[config.mk]
export PLATFORM = sky130hd
export DESIGN_NAME = mux4_arbiter
export DESIGN_NICKNAME = d
export VERILOG_FILES = /design/src/rtl/mux4_arbiter.sv
export SDC_FILE = /design/constraint.sdc
export NUM_CORES = 1
export LEC_CHECK = 0
export CORE_MARGIN = 5
export CORE_UTILIZATION = 45
export CTS_CLUSTER_SIZE = 28
export DETAILED_ROUTE_END_ITERATION = 12
export GPL_ROUTABILITY_DRIVEN = 0
export PLACE_DENSITY = 0.88
export SYNTH_ARGS = -nofsm -noshare
export SYNTH_HDL_FRONTEND = slang
export SYNTH_HIERARCHICAL = 1
export SYNTH_SLANG_ARGS = --single-unit
export TNS_END_PERCENT = 5
[constraint.sdc]
create_clock -name clk -period 2.17 [get_ports clk]
set_input_delay 0.434 -clock clk [delete_from_list [all_inputs] [get_ports clk]]
set_output_delay 0.434 -clock clk [all_outputs]
set_load 0.005 [all_outputs]
[src/rtl/mux4_arbiter.sv]
// Round-robin arbiter sharing a 4:1 one-bit mux among four requesters,
// with a bounded hold time per grant and zero-bubble handover.

module multiplexor4to1 (
  input  logic [3:0] in,
  input  logic [1:0] select,
  output logic       out
);

  always_comb begin
    case (select)
      2'd0:    out = in[0];
      2'd1:    out = in[1];
      2'd2:    out = in[2];
      2'd3:    out = in[3];
      default: out = 1'b0;
    endcase
  end

endmodule

module mux4_arbiter #(
  parameter int unsigned MAX_HOLD = 8
) (
  input  logic       clk,
  input  logic       reset,
  input  logic [3:0] req,
  input  logic       done,
  input  logic [3:0] in,
  output logic [3:0] grant,
  output logic [1:0] select,
  output logic       valid,
  output logic       out
);

  localparam int CW = $clog2(MAX_HOLD + 1);

  typedef enum logic {
    IDLE  = 1'b0,
    GRANT = 1'b1
  } state_t;

  state_t        state;
  state_t        state_n;
  logic [1:0]    ptr;
  logic [1:0]    ptr_n;
  logic [1:0]    select_n;
  logic [CW-1:0] cnt;
  logic [CW-1:0] cnt_n;
  logic [1:0]    idx;
  logic [1:0]    winner;
  logic          found;
  logic          release_hold;
  logic          mux_out;

  // Search starts at ptr, which already points one past the last holder,
  // so the previous holder is only picked when nobody else is asking.
  always_comb begin
    found  = 1'b0;
    winner = ptr;
    idx    = ptr;
    for (int i = 0; i < 4; i++) begin
      idx = ptr + 2'(i);
      if (!found && req[idx]) begin
        found  = 1'b1;
        winner = idx;
      end else begin
        found = found;
      end
    end
  end

  always_comb begin
    state_n      = state;
    select_n     = select;
    ptr_n        = ptr;
    cnt_n        = cnt;
    release_hold = done || !req[select] || (cnt == CW'(MAX_HOLD));
    case (state)
      IDLE: begin
        if (found) begin
          state_n  = GRANT;
          select_n = winner;
          ptr_n    = winner + 2'd1;
          cnt_n    = CW'(1);
        end else begin
          state_n = IDLE;
        end
      end
      GRANT: begin
        if (!release_hold) begin
          cnt_n = cnt + CW'(1);
        end else if (found) begin
          state_n  = GRANT;
          select_n = winner;
          ptr_n    = winner + 2'd1;
          cnt_n    = CW'(1);
        end else begin
          state_n = IDLE;
          cnt_n   = {CW{1'b0}};
        end
      end
      default: begin
        state_n = IDLE;
      end
    endcase
  end

  always_ff @(posedge clk) begin
    if (reset) begin
      state  <= IDLE;
      select <= 2'd0;
      ptr    <= 2'd0;
      cnt    <= {CW{1'b0}};
    end else begin
      state  <= state_n;
      select <= select_n;
      ptr    <= ptr_n;
      cnt    <= cnt_n;
    end
  end

  multiplexor4to1 u_mux (
    .in     (in),
    .select (select),
    .out    (mux_out)
  );

  assign valid = (state == GRANT);
  assign grant = valid ? (4'b0001 << select) : 4'b0000;
  assign out   = valid & mux_out;

endmodule

==> out/metrics.csv <==
metric;value;unit
period utilization;98.1;%
Rows;13;
library cells used by synthesis;36;
Setup crit end kind;output pin;
layout cell share with drive strength beyond 1;17.5;%
f_max;0.470;GHz
R2R Path Start;select[0];
Starting Density;48.3;%
placed cell area;880;um2
number of buffers created by CTS;3;
CTS tree;built;
Synth Area per Inst;8.49;um2
vias in the first global route;617;
HPWL after DPL;1.27;mm
first-pass GRT wire length;2.65;mm
core area;1320;um2
die width;47.6;um
Syn Nets;88;
commonest non-fill, non-tap cells in the layout;17 x clkdlybuf4s50_1, 9 x dfxtp_1, 8 x buf_4;
antenna viol nets, final;0;
hold_buf cts;0;
Final nets;117;
final hold vios;0;
Longest Clk Path Bufs;2;
Slew headroom;72.0;%
Vias/cell;5.68;
MaxCap Viol Count;0;
Slowest Stage Delay on Critical Path;0.45;ns
final instance area;905;um2
Critical Path Start Type;input pin;
Pins Over Slew Limit;0;
Layout area overhead;42.0;%
Worst-path clk slew;0.06;ns
CP max FO;1;
layout filler cell count;112;
Mapped Area;637;um2
die area;2270;um2
share of flip-flops with an asynchronous set or reset;0;%
worst vdd ir;0.314;mV
Leak Pwr;0.366;nW
port buffer count;18;
outcome;finished, final reports clean;
Clock Latency Late Sink;0.27;ns
DR WL/cell;13.8;um
CP required;1.74;ns
number of flops mapped to enable cells by yosys;0;
unrepaired setup endpoints after global routing;false;
Root Driver;clkbuf_4;
# clock sinks;9;
Worst Hold Launch;cnt[2];
HP Class;reg2reg;
initial drt markers;13;
CP arrival;1.69;ns
Worst-Margin Slew;0.417;ns
# DRC;0;
first drt pass iteration count;4;
register area;180;um2
Main synth FF type;dfxtp_1;
aggregate global routing overflow;0;
chip height;47.6;um
pwr/cell area;533;nW/um2
critical path's slowest cell;mux4_2;
# resized after CTS;1;
overall routing resource usage;17.4;%
Ys Warns;6;
final setup fails;0;
setup TNS;0;ns
via count;670;
# IOs;19;
final core utilization;68.7;%
WS Path Type;in2out;
Ant. Diodes;0;
H-tree Lvls;1;
skew final;0.00334;ns
Syn Inst Count;75;
Final min period;2.13;ns
drt total wl;1.63;mm
initial antenna violation count;0;
Critical Path Start;in[3];
Multi-input gate area;414;um2
crit-path cells;clkdlybuf4s50_1 > mux4_2 > and2_1 > dlygate4sd2_1;
pin count of the biggest net entering global routing;11;
Post-CTS Setup Inserts;0;
commonest non-fill, non-tap cell in the layout;clkdlybuf4s50_1;
synthesized flop and latch total;9;
Seq/Total Area, Yosys;28.3;%
[final timing paths]
check	to	slack [ns]	cells past startpoint
setup / recovery	out	0.04	4
hold / removal	cnt[2]	0.51	2
setup reg to reg	select[0]	0.36	5
hold reg to reg	cnt[2]	0.51	2
[final cells by class]
type / instances / share of cell area (%)
repair buffers: 26 / 26.4
clock buffers: 4 / 2.90
multi-input cells: 57 / 45.8
well taps: 15 / 2.07
inverters: 7 / 2.90
flip-flops and latches: 9 / 19.9
[critical path: cells and delay by family]
family,cells,cell delay (ns)
buf+inv,2,0.64
mux,1,0.45
simple gates,1,0.16
[cell usage after synthesis (all sizes together) (2+ instances only)]
master / count / area, um2
dfxtp: 9 / 180
inv: 7 / 26.3
o21ai: 7 / 35.0
nor2: 5 / 18.8
a21oi: 4 / 20.0
nand2: 4 / 15.0
nor2b: 4 / 25.0
a22oi: 2 / 15.0
and3: 2 / 12.5
and3b: 2 / 18.8
ha: 2 / 25.0
mux4: 2 / 45.0
nand3b: 2 / 15.0
nor3: 2 / 10.0
xnor2: 2 / 17.5
[registers in the layout (all words and copies together) (netlist names)]
register	flops
cnt	4
ptr	2
valid	1
select	2
[where the power goes]
part           switching, mW  internal, mW  total [mW]
combinational         0.0565        0.0913       0.148
clock                 0.0648        0.0712       0.136
sequential            0.0197         0.178       0.198
[through the flow]
step           total power, mW  hold WS (ns)  worst slack, ns  cells
4_1_cts                  0.485         0.509           0.0340    118
3_5_place_dp             0.351         0.502           -0.149    114
2_1_floorplan            0.276         0.466            0.413     75
3_3_place_gp             0.346         0.481           -0.146    114
6_report                 0.482         0.509           0.0420    118
5_1_grt                  0.517         0.537          0.00541    118
[kinds of logic after synthesis]
logic type	Yosys count	share of synthesized area (%)
buf+inv	9	6.68
mux	2	7.07
simple gates	28	26.5
xor+xnor	2	2.75
compound gates	23	24.8
flops	9	28.3
fa+ha+maj	2	3.93
[layer usage]
metal | wire length (um) | GRT usage (%) | vias to the layer above
li1 | - | - | 333
met1 | 675 | 19.9 | 307
met2 | 757 | 28.6 | 25
met3 | 155 | 4.14 | 5
met4 | 40 | 11.3 | 0
met5 | 0 | 0 | -
(Power assumes the default switching activity.)
